<file path="config.mk">
export PLATFORM = sky130hd
export DESIGN_NAME = tmds_encoder_3ch_flat
export DESIGN_NICKNAME = d
export VERILOG_FILES = /design/src/rtl/tmds_encoder_3ch_pkg.sv /design/src/rtl/tmds_encoder_3ch_if.sv /design/src/rtl/tmds_encoder_3ch_channel.sv /design/src/rtl/tmds_encoder_3ch.sv /design/src/flat_wrapper.sv
export SDC_FILE = /design/constraint.sdc
export NUM_CORES = 1
export LEC_CHECK = 0
export CORE_MARGIN = 3
export CORE_UTILIZATION = 43
export CTS_CLUSTER_SIZE = 40
export DETAILED_ROUTE_END_ITERATION = 8
export GPL_ROUTABILITY_DRIVEN = 0
export PLACE_DENSITY = 0.6
export SYNTH_ARGS = -nofsm -noshare
export SYNTH_HDL_FRONTEND = slang
export SYNTH_SLANG_ARGS = --single-unit
export TNS_END_PERCENT = 30
</file>
<file path="constraint.sdc">
create_clock -name hdmi_clk -period 8.75 [get_ports hdmi_clk]
set_input_delay 2.1875 -clock hdmi_clk [delete_from_list [all_inputs] [get_ports hdmi_clk]]
set_output_delay 2.1875 -clock hdmi_clk [all_outputs]
set_load 0.05 [all_outputs]
</file>
<file path="src/rtl/tmds_encoder_3ch_pkg.sv">
// tmds_pkg: shared constants, types and helpers for the three-channel
// TMDS encoder.
//   CTRL_TOKEN[c]      10-bit control characters, indexed by {c1,c0}
//   GB_CH0..GB_CH2     video leading guard-band characters per channel
//   PREAMBLE_LEN/GUARD_LEN and the derived phase-counter load value
//   sel_t / stage1_t   per-channel stage-1 pipeline bundle
//   ones8 / minimise   popcount and transition-minimising first stage
package tmds_pkg;

    // Element [i] is the token for {c1,c0} == i.
    localparam logic [3:0][9:0] CTRL_TOKEN = {
        10'b1010101011,   // 11
        10'b0101010100,   // 10
        10'b0010101011,   // 01
        10'b1101010100    // 00
    };

    localparam logic [9:0] GB_CH0 = 10'b1011001100;
    localparam logic [9:0] GB_CH1 = 10'b0100110011;
    localparam logic [9:0] GB_CH2 = 10'b1011001100;

    localparam int unsigned PREAMBLE_LEN = 8;
    localparam int unsigned GUARD_LEN    = 2;
    localparam int unsigned DELAY_LEN    = PREAMBLE_LEN + GUARD_LEN;

    localparam logic [3:0] PHASE_LOAD    = 4'(DELAY_LEN);
    localparam logic [3:0] GUARD_PHASES  = 4'(GUARD_LEN);

    typedef enum logic [1:0] {
        SEL_VIDEO = 2'd0,
        SEL_CTRL  = 2'd1,
        SEL_GUARD = 2'd2
    } sel_t;

    typedef struct packed {
        logic [8:0] q_m;
        logic       de;
        logic [1:0] ctrl;
        sel_t       sel;
    } stage1_t;

    function automatic logic [3:0] ones8(input logic [7:0] v);
        logic [3:0] n;
        n = '0;
        for (int unsigned i = 0; i < 8; i++) begin
            n = n + {3'b000, v[i]};
        end
        return n;
    endfunction

    // q_m[8] = 1 marks the XOR chain, 0 the XNOR chain.
    function automatic logic [8:0] minimise(input logic [7:0] d);
        logic [8:0] q;
        logic [3:0] n1;
        logic       use_xnor;
        n1       = ones8(d);
        use_xnor = (n1 > 4'd4) || ((n1 == 4'd4) && !d[0]);
        q        = '0;
        q[0]     = d[0];
        for (int unsigned i = 1; i < 8; i++) begin
            q[i] = use_xnor ? ~(q[i-1] ^ d[i]) : (q[i-1] ^ d[i]);
        end
        q[8] = ~use_xnor;
        return q;
    endfunction

endpackage

</file>
<file path="src/rtl/tmds_encoder_3ch_if.sv">
// tmds_encoder_3ch_if: pixel input and TMDS character output bundle.
//   i_hve       [0] hsync, [1] vsync, [2] display enable
//   i_rgb       {R[23:16], G[15:8], B[7:0]}
//   o_tmds_ch0  blue / sync channel character, bit 0 serialised first
//   o_tmds_ch1  green channel character
//   o_tmds_ch2  red channel character
// master: pixel source side; slave: encoder side.
interface tmds_encoder_3ch_if;
    logic [2:0]  i_hve;
    logic [23:0] i_rgb;
    logic [9:0]  o_tmds_ch0;
    logic [9:0]  o_tmds_ch1;
    logic [9:0]  o_tmds_ch2;

    modport master (
        output i_hve,
        output i_rgb,
        input  o_tmds_ch0,
        input  o_tmds_ch1,
        input  o_tmds_ch2
    );

    modport slave (
        input  i_hve,
        input  i_rgb,
        output o_tmds_ch0,
        output o_tmds_ch1,
        output o_tmds_ch2
    );
endinterface

</file>
<file path="src/rtl/tmds_encoder_3ch_channel.sv">
// tmds_channel: one TMDS channel, two pipeline stages.
//   clk, reset  pixel clock, synchronous active-high reset
//   data        8-bit pixel component
//   de          display enable for this cycle
//   ctrl        control bits {c1,c0} used when not video
//   sel         video / control / guard select
//   tmds        registered 10-bit character
// Stage 1 registers the transition-minimised word with its side-band;
// stage 2 applies DC balance against the running disparity cnt.
module tmds_channel
    import tmds_pkg::*;
#(
    parameter logic [9:0] GUARD_CHAR = GB_CH0
) (
    input  logic       clk,
    input  logic       reset,
    input  logic [7:0] data,
    input  logic       de,
    input  logic [1:0] ctrl,
    input  sel_t       sel,
    output logic [9:0] tmds
);

    stage1_t           s1;
    logic signed [4:0] cnt;
    logic signed [4:0] cnt_next;
    logic [9:0]        char_next;
    logic [3:0]        n1m;
    logic [3:0]        n0m;
    logic signed [4:0] diff;
    logic signed [4:0] two_q8;

    always_ff @(posedge clk) begin
        if (reset) begin
            s1.q_m  <= '0;
            s1.de   <= 1'b0;
            s1.ctrl <= '0;
            s1.sel  <= SEL_CTRL;
        end else begin
            s1.q_m  <= minimise(data);
            s1.de   <= de;
            s1.ctrl <= ctrl;
            s1.sel  <= sel;
        end
    end

    always_comb begin
        n1m       = ones8(s1.q_m[7:0]);
        n0m       = 4'd8 - n1m;
        diff      = $signed({1'b0, n1m}) - $signed({1'b0, n0m});
        two_q8    = s1.q_m[8] ? 5'sd2 : 5'sd0;
        char_next = CTRL_TOKEN[s1.ctrl];
        cnt_next  = '0;
        if (s1.de) begin
            if ((cnt == 5'sd0) || (n1m == n0m)) begin
                char_next = {~s1.q_m[8], s1.q_m[8],
                             s1.q_m[8] ? s1.q_m[7:0] : ~s1.q_m[7:0]};
                cnt_next  = s1.q_m[8] ? (cnt + diff) : (cnt - diff);
            end else if (((cnt > 5'sd0) && (n1m > n0m)) ||
                         ((cnt < 5'sd0) && (n0m > n1m))) begin
                char_next = {1'b1, s1.q_m[8], ~s1.q_m[7:0]};
                cnt_next  = cnt + two_q8 - diff;
            end else begin
                char_next = {1'b0, s1.q_m[8], s1.q_m[7:0]};
                cnt_next  = cnt - (5'sd2 - two_q8) + diff;
            end
        end else if (s1.sel == SEL_GUARD) begin
            char_next = GUARD_CHAR;
        end
    end

    always_ff @(posedge clk) begin
        if (reset) begin
            cnt  <= '0;
            tmds <= CTRL_TOKEN[0];
        end else begin
            cnt  <= cnt_next;
            tmds <= char_next;
        end
    end

endmodule

</file>
<file path="src/rtl/tmds_encoder_3ch.sv">
// tmds_encoder_3ch: three-channel DVI/HDMI TMDS encoder.
//   hdmi_clk  pixel clock
//   reset     synchronous active-high reset
//   vid       slave side of tmds_encoder_3ch_if (i_hve, i_rgb in;
//             o_tmds_ch0..2 out)
// VIDEO_GUARD = 1 delays the pixel stream by ten cycles so that the
// video preamble and leading guard band can be inserted ahead of each
// DE rise seen at the undelayed input. VIDEO_GUARD = 0 is plain DVI.
module tmds_encoder_3ch
    import tmds_pkg::*;
#(
    parameter bit VIDEO_GUARD = 1'b1
) (
    input  logic                hdmi_clk,
    input  logic                reset,
    tmds_encoder_3ch_if.slave   vid
);

    logic [2:0]  hve_d;
    logic [23:0] rgb_d;
    logic [3:0]  phase;
    sel_t        sel;
    logic [1:0]  ctl_g;

    generate
        if (VIDEO_GUARD) begin : g_guard
            logic [DELAY_LEN-1:0][26:0] dly;
            logic                       prev_de;
            logic [3:0]                 phase_cnt;
            logic                       de_rise;

            assign de_rise = vid.i_hve[2] & ~prev_de;

            always_ff @(posedge hdmi_clk) begin
                if (reset) begin
                    dly       <= '0;
                    prev_de   <= 1'b0;
                    phase_cnt <= '0;
                end else begin
                    dly     <= {dly[DELAY_LEN-2:0], {vid.i_hve, vid.i_rgb}};
                    prev_de <= vid.i_hve[2];
                    if (de_rise) begin
                        phase_cnt <= PHASE_LOAD;
                    end else if (phase_cnt != 4'd0) begin
                        phase_cnt <= phase_cnt - 4'd1;
                    end
                end
            end

            // The delayed cycle presented at the rise edge is phase 10;
            // after that the counter runs one ahead of the presented cycle.
            assign phase = de_rise ? PHASE_LOAD :
                           (phase_cnt > 4'd1) ? (phase_cnt - 4'd1) : 4'd0;
            assign {hve_d, rgb_d} = dly[DELAY_LEN-1];
        end else begin : g_dvi
            assign hve_d = vid.i_hve;
            assign rgb_d = vid.i_rgb;
            assign phase = 4'd0;
        end
    endgenerate

    // Delayed video always wins over preamble/guard.
    always_comb begin
        sel   = SEL_CTRL;
        ctl_g = 2'b00;
        if (hve_d[2]) begin
            sel = SEL_VIDEO;
        end else if ((phase != 4'd0) && (phase <= GUARD_PHASES)) begin
            sel = SEL_GUARD;
        end else if (phase > GUARD_PHASES) begin
            ctl_g = 2'b01;
        end
    end

    tmds_channel #(.GUARD_CHAR(GB_CH0)) u_ch0 (
        .clk   (hdmi_clk),
        .reset (reset),
        .data  (rgb_d[7:0]),
        .de    (hve_d[2]),
        .ctrl  (hve_d[1:0]),
        .sel   (sel),
        .tmds  (vid.o_tmds_ch0)
    );

    tmds_channel #(.GUARD_CHAR(GB_CH1)) u_ch1 (
        .clk   (hdmi_clk),
        .reset (reset),
        .data  (rgb_d[15:8]),
        .de    (hve_d[2]),
        .ctrl  (ctl_g),
        .sel   (sel),
        .tmds  (vid.o_tmds_ch1)
    );

    tmds_channel #(.GUARD_CHAR(GB_CH2)) u_ch2 (
        .clk   (hdmi_clk),
        .reset (reset),
        .data  (rgb_d[23:16]),
        .de    (hve_d[2]),
        .ctrl  (2'b00),
        .sel   (sel),
        .tmds  (vid.o_tmds_ch2)
    );

endmodule
</file>
<file path="src/flat_wrapper.sv">
// flat-port wrapper written by rule: the top's interface ports become plain ports
module tmds_encoder_3ch_flat import tmds_pkg::*;
#(
    parameter bit VIDEO_GUARD = 1'b1
)
  (hdmi_clk, reset, vid_i_hve, vid_i_rgb, vid_o_tmds_ch0, vid_o_tmds_ch1, vid_o_tmds_ch2);
  tmds_encoder_3ch_if vid_i ();
  input  logic hdmi_clk;
  input  logic reset;
  input wire logic [$bits(vid_i.i_hve)-1:0] vid_i_hve;
  input wire logic [$bits(vid_i.i_rgb)-1:0] vid_i_rgb;
  output wire logic [$bits(vid_i.o_tmds_ch0)-1:0] vid_o_tmds_ch0;
  output wire logic [$bits(vid_i.o_tmds_ch1)-1:0] vid_o_tmds_ch1;
  output wire logic [$bits(vid_i.o_tmds_ch2)-1:0] vid_o_tmds_ch2;
  assign vid_i.i_hve = vid_i_hve;
  assign vid_i.i_rgb = vid_i_rgb;
  assign vid_o_tmds_ch0 = vid_i.o_tmds_ch0;
  assign vid_o_tmds_ch1 = vid_i.o_tmds_ch1;
  assign vid_o_tmds_ch2 = vid_i.o_tmds_ch2;
  tmds_encoder_3ch #(.VIDEO_GUARD(VIDEO_GUARD)) u_core (.hdmi_clk(hdmi_clk), .reset(reset), .vid(vid_i));
endmodule
</file>
Word-level counts from Yosys, hierarchy flattened

Cells that the tools add are included.

Bitwise operators: 54
Equal/unequal tests: 7
$lt $le $gt $ge: 21
Mux-type cells: 61
Reductions and logical operators: 31
Add/subtract/negate cells: 70

Operator list:

| operator           | number |
|---|---|
| $mux 10            | 15 |
| $add 4x1->4        | 24 |
| $bmux 10 s2        | 3 |
| $mux 5             | 9 |
| $add 5x5->5        | 6 |
| $sub 5x5->5        | 6 |
| $not 1->1          | 29 |
| $add 3x1->4        | 6 |
| $gt 4x4->1         | 6 |
| $mux 8             | 3 |
| $not 8->8          | 3 |
| $mux 1             | 22 |
| $xor 1x1->1        | 21 |
| $add 2x1->3        | 6 |
| $mux 4             | 4 |
| $add 5x3->5        | 3 |
| $gt 5x1->1 const B | 3 |
| $logic_not 5->1    | 3 |
| $lt 5x1->1 const B | 3 |
| $sub 4x4->5        | 3 |
| $sub 5x3->5        | 3 |
| $add 1x1->2        | 6 |
| $eq 4x3->1 const B | 3 |
| $eq 4x4->1         | 3 |
| 18 further kinds   | 51 |

Register bits after elaboration: 356
Word-level logic and storage cells: 271

Logic depth before layout (Yosys ltp)

Depth in word-level cells: 29
Mapped depth: 22
Gate-level depth less buffers: 22

By module

A second synthesis with hierarchy kept.

Cells, all modules: 1318
Area total of the unflattened synthesis: 14058.5 um2

By module, submodules not included:

| module                       | times used | area each (um2) | sequential area each (um2) | cells each |
|---|---|---|---|---|
| tmds_encoder_3ch             | 1          | 7564.8          | 5485.3                     | 610 |
| tmds_channel at u_core.u_ch1 | 1          | 2175.8          | 580.6                      | 239 |
| tmds_channel at u_core.u_ch0 | 1          | 2174.6          | 580.6                      | 239 |
| tmds_channel at u_core.u_ch2 | 1          | 2143.3          | 580.6                      | 230 |

Worst setup path before layout

No wires, ideal clock.

Path type: reg2reg
Start point: reg u_core.u_ch1.s1[5] (netlist bit)
End point: reg u_core.u_ch1.cnt[4]
Arrival: 5.402 ns
Clock period less this slack: 5.464 ns
Setup time: 0.062 ns
Cell stages (with the launch flop): 22
Path slack: 3.286 ns
Buffers on the path: 0
Path through: dfxtp_1 inv_1 fa_1 fa_1 fa_1 inv_1 ha_1 inv_1 fa_1 and2b_1 inv_2 ha_1 nor2b_1 o21ai_0 o21ai_0 xnor2_1 ha_1 a21oi_1 nand2_1 o211a_1 or4_1 nand3_1

Cells in the longest elaborated chain, start to end: 13
Elaborated cells on any way between the ends: 23
Classes of those cells: 13 x add/sub; 2 x order compare; 1 x eq/ne; 3 x mux; 4 x reduce/logical

RTL lines:

| item                                                                | RTL line                       | source |
|---|---|---|
| start, declared                                                     | tmds_encoder_3ch_channel.sv:24 | `stage1_t s1;` |
| $add 1x1->2 (*)                                                     | tmds_encoder_3ch_pkg.sv:46     | `n = n + {3'b000, v[i]};` |
| $add 2x1->3 (*)                                                     | tmds_encoder_3ch_pkg.sv:46     |  |
| $add 3x1->4 (*)                                                     | tmds_encoder_3ch_pkg.sv:46     |  |
| $add 4x1->4 (*) (4 in series)                                       | tmds_encoder_3ch_pkg.sv:46     |  |
| parallel branches: the longest is 5 deep, another holds $sub 4x4->5 | n/a                            |  |
| $mux 5 (*)                                                          | tmds_encoder_3ch_channel.sv:55 | `if ((cnt == 5'sd0) \|\| (n1m == n0m)) begin` |
| end signal, assigned                                                | tmds_encoder_3ch_channel.sv:77 | `cnt <= cnt_next;` |
| end, declared                                                       | tmds_encoder_3ch_channel.sv:25 | `logic signed [4:0] cnt;` |

Mark *: on every way between the ends.
A chain may end at the register's enable or synchronous reset.

Final worst setup path

Same ends and word-level chain as after synthesis.

==> run summary <==
## Timing
• **number of pins with negative max-slew slack in the final report** 0
• **fin crit period** 6.02 ns
• **setup repair after global routing missed its margin** no
• **worst setup skew after layout** 0.0203 ns
• **fmax** 0.166 GHz
• **pin slew with the least headroom to its limit** 0.994 ns
• **Final setup viols** 0
• **setup TNS after final layout** 0 ns
• **post-route clock period utilization** 68.8%
• **final count of hold timing violations** 0
• **Slew HR** 33.7%

## Logic synthesis
• **Unique masters post-synth** 64
• **most frequent cells after synthesis** 352 x sky130_fd_sc_hd__dfxtp_1, 284 x sky130_fd_sc_hd__nor2b_1, 117 x sky130_fd_sc_hd__inv_1
• **dominant cells by area after synthesis** sky130_fd_sc_hd__dfxtp_1 52%, sky130_fd_sc_hd__nor2b_1 13%, sky130_fd_sc_hd__ha_1 6.0%
• **Most used DFF post-synth** sky130_fd_sc_hd__dfxtp_1
• **most numerous cell in the Yosys netlist** sky130_fd_sc_hd__dfxtp_1
• **number of nets produced by synthesis** 1430
• **number of enable-type register cells in the synthesized netlist** 0
• **portion of synthesized cell area occupied by the leading cell type** 51.8%
• **sequential-to-total area share from yosys stat** 51.8%
• **average footprint of a synthesized cell** 10.5 um^2
• **Yosys warning count** 0
• **library cell occupying the most area in the post-synthesis netlist** sky130_fd_sc_hd__dfxtp_1
• **fraction of synthesis flops using an asynchronous set or reset pin** 0%
• **register bit count reported by yosys** 352
• **count of mapped cells out of synthesis** 1297
• **Post-Synthesis Cell Area** 13600 um^2

## Clock network
• **TritonCTS clock tree** done
• **buffers inserted by post-CTS timing repair** 0
• **post_cts resized** 0
• **root cell of the clock tree** sky130_fd_sc_hd__clkbuf_16
• **maximum root-to-sink buffer count** 3
• **CTS sink cnt** 352
• **clock transition at the registers of the reported paths** 0.06 ns
• **CTS Buf Count** 37
• **post-cts hold buffer count** 0
• **H-tree depth** 2
• **latest clock arrival within the worst-skew pair** 0.53 ns

## Power
• **static leakage** 0.00652 uW
• **Pwr Total** 3300 uW
• **worst ir drop on vdd** 0.167 mV
• **Power Density** 210 nW/um^2

## Route
• **violation count after the first detailed-routing iteration** 320
• **first drt pass iteration count** 4
• **Via Count** 7971
• **DR WL/cell** 11.2 um
• **post-DR vias/cell** 4.48
• **DRC errors left** 0
• **total detailed-routing wirelength** 19900 um
• **Antenna Nets Post-Route** 0

## Global route
• **number of global-route vias before repair** 7570
• **Total GRT Usage** 11.9%
• **maximum number of pins on one net before global-route repair** 138
• **first-pass GRT wire length** 34400 um
• **residual overflow from global routing** 0
• **antenna violations before repair** 0

## Cells and area
• **Final Non-Filler Cells** 1778
• **layout cell share with drive strength beyond 1** 6.01%
• **Final nets** 1486
• **final core utilization** 50.9%
• **signed area change from the synthesized netlist to the final layout** 15.6%
• **fin area** 15700 um^2
• **antenna cells** 0

## Place
• **Final HPWL DP** 13500 um
• **post-placement cell count** 1710
• **IO buf count** 58
• **Area after DPL** 14500 um^2

## Worst setup path
• **Req. time, crit path** 9.21 ns
• **maximum fanout encountered on the critical timing path** 9
• **category of the most critical setup path** reg -> reg
• **critical path data arrival time** 6.48 ns
• **critical path endpoint category** register
• **element type at the critical path start** register

## Floorplanning
• **standard-cell rows** 64
• **core region area** 30900 um^2
• **die span in y** 184 um
• **io pins** 59
• **die area** 33800 um^2
• **initial standard-cell utilization of the core** 44.0%
• **die boundary width** 184 um

## Outcome
• **run status** finished clean

## Worst hold path
• **HP Class** reg -> reg

## Job
• **Max Cap Violations** 0

critical path: stages, from the launching register on:
cell	delay (ns)
sky130_fd_sc_hd__dfxtp_1	0.35
sky130_fd_sc_hd__inv_1	0.07
sky130_fd_sc_hd__fa_1	0.50
sky130_fd_sc_hd__fa_1	0.51
sky130_fd_sc_hd__fa_1	0.47
sky130_fd_sc_hd__inv_1	0.07
sky130_fd_sc_hd__ha_1	0.19
sky130_fd_sc_hd__inv_1	0.07
sky130_fd_sc_hd__fa_1	0.67
sky130_fd_sc_hd__and2b_1	0.24
sky130_fd_sc_hd__inv_2	0.08
sky130_fd_sc_hd__ha_1	0.37
sky130_fd_sc_hd__nor2b_1	0.17
sky130_fd_sc_hd__o21ai_0	0.23
sky130_fd_sc_hd__o21ai_0	0.27
sky130_fd_sc_hd__xnor2_1	0.22
sky130_fd_sc_hd__ha_1	0.35
sky130_fd_sc_hd__a21oi_1	0.23
sky130_fd_sc_hd__nand2_1	0.08
sky130_fd_sc_hd__o211a_1	0.23
sky130_fd_sc_hd__or4_1	0.50
sky130_fd_sc_hd__nand3_1	0.07
where the power goes:
| group | total, uW | switching [uW] | internal, uW |
|---|---|---|---|
| Sequential | 1650 | 12.6 | 1640 |
| Combinational | 168 | 97.5 | 70.4 |
| Clock | 1490 | 619 | 867 |
| Total | 3300 | 729 | 2570 |
area by class of cell:
class	instances	area [um^2]
Clock buffer	57	1080
Inverter	119	447
Timing Repair Buffer	63	623
Sequential cell	352	7050
Tap cell	396	495
Clock inverter	11	121
Multi-Input combinational cell	780	5910
Fill cell	2826	15200
metal layers:
metal	routed length (um)	track usage, %	vias up	part of all wire [%]
li1	-	-	4203	-
met1	9570	15.0	3587	48
met2	8860	20.0	136	44
met3	1010	2.89	45	5.1
met4	507	4.05	0	2.5
met5	0	0	-	0
worst paths after layout:
kind	start	endpoint	slack [ns]	depth (start not counted)
worst max-delay path	u_core.u_ch1.s1[5]	u_core.u_ch1.cnt[4]	2.73	21
worst max register to register	u_core.u_ch1.s1[5]	u_core.u_ch1.cnt[4]	2.73	21
worst min-delay path	u_core.g_guard.dly[124]	u_core.g_guard.dly[151]	0.43	1
worst min register to register	u_core.g_guard.dly[124]	u_core.g_guard.dly[151]	0.43	1
per-stage QoR:
stage | setup slack [ns] | hold slack [ns]
after floorplan | 3.29 | 0.414
after global routing | 2.38 | 0.445
after detailed placement | 2.78 | 0.420
final | 2.73 | 0.426
after global placement | 3.03 | 0.416
after CTS | 2.78 | 0.421
cells by family (layout without fill, tap and decap cells):
group                    after synthesis  after routing  synth area share [%]
buffers and inverters                165            250                  4.77
adder cells (fa/ha/maj)              104            104                  11.7
AO/OA/AOI/OAI                        138            138                  6.47
multiplexers                          10             10                 0.745
XOR/XNOR                              82             82                  5.38
AND/OR/NAND/NOR                      446            446                  19.1
flip-flops                           352            352                  51.8
cell usage in the layout (no fill, tap or decap), types with 7 or more instances in the layout:
master / instances
sky130_fd_sc_hd__o21ai_0: 34
sky130_fd_sc_hd__clkbuf_8: 8
sky130_fd_sc_hd__dfxtp_1: 352
sky130_fd_sc_hd__ha_1: 65
sky130_fd_sc_hd__clkbuf_1: 12
sky130_fd_sc_hd__inv_1: 117
sky130_fd_sc_hd__nor3_1: 18
sky130_fd_sc_hd__a21oi_1: 39
sky130_fd_sc_hd__a21o_1: 15
sky130_fd_sc_hd__xnor2_1: 63
sky130_fd_sc_hd__xor2_1: 18
sky130_fd_sc_hd__fa_1: 39
sky130_fd_sc_hd__a211oi_1: 12
sky130_fd_sc_hd__nand3_1: 9
sky130_fd_sc_hd__o21a_1: 7
sky130_fd_sc_hd__nor2b_1: 284
sky130_fd_sc_hd__mux2i_1: 9
sky130_fd_sc_hd__or2_2: 7
sky130_fd_sc_hd__nand2_1: 27
sky130_fd_sc_hd__clkdlybuf4s50_1: 57
sky130_fd_sc_hd__clkbuf_16: 37
sky130_fd_sc_hd__nand2b_1: 7
sky130_fd_sc_hd__nor2_1: 60
sequential cells by signal, indices dropped and copies added, names as in the netlist, named ones only:
signal	cells
u_core.u_ch2.s1	9
u_core.u_ch2.cnt	4
u_core.u_ch1.cnt	4
u_core.u_ch0.s1	14
u_core.g_guard.dly	270
u_core.u_ch0.tmds	10
u_core.u_ch1.tmds	10
u_core.u_ch1.s1	10
u_core.u_ch0.cnt	4
u_core.g_guard.phase_cnt	4
u_core.u_ch2.tmds	10
(Power assumes the default switching activity.)
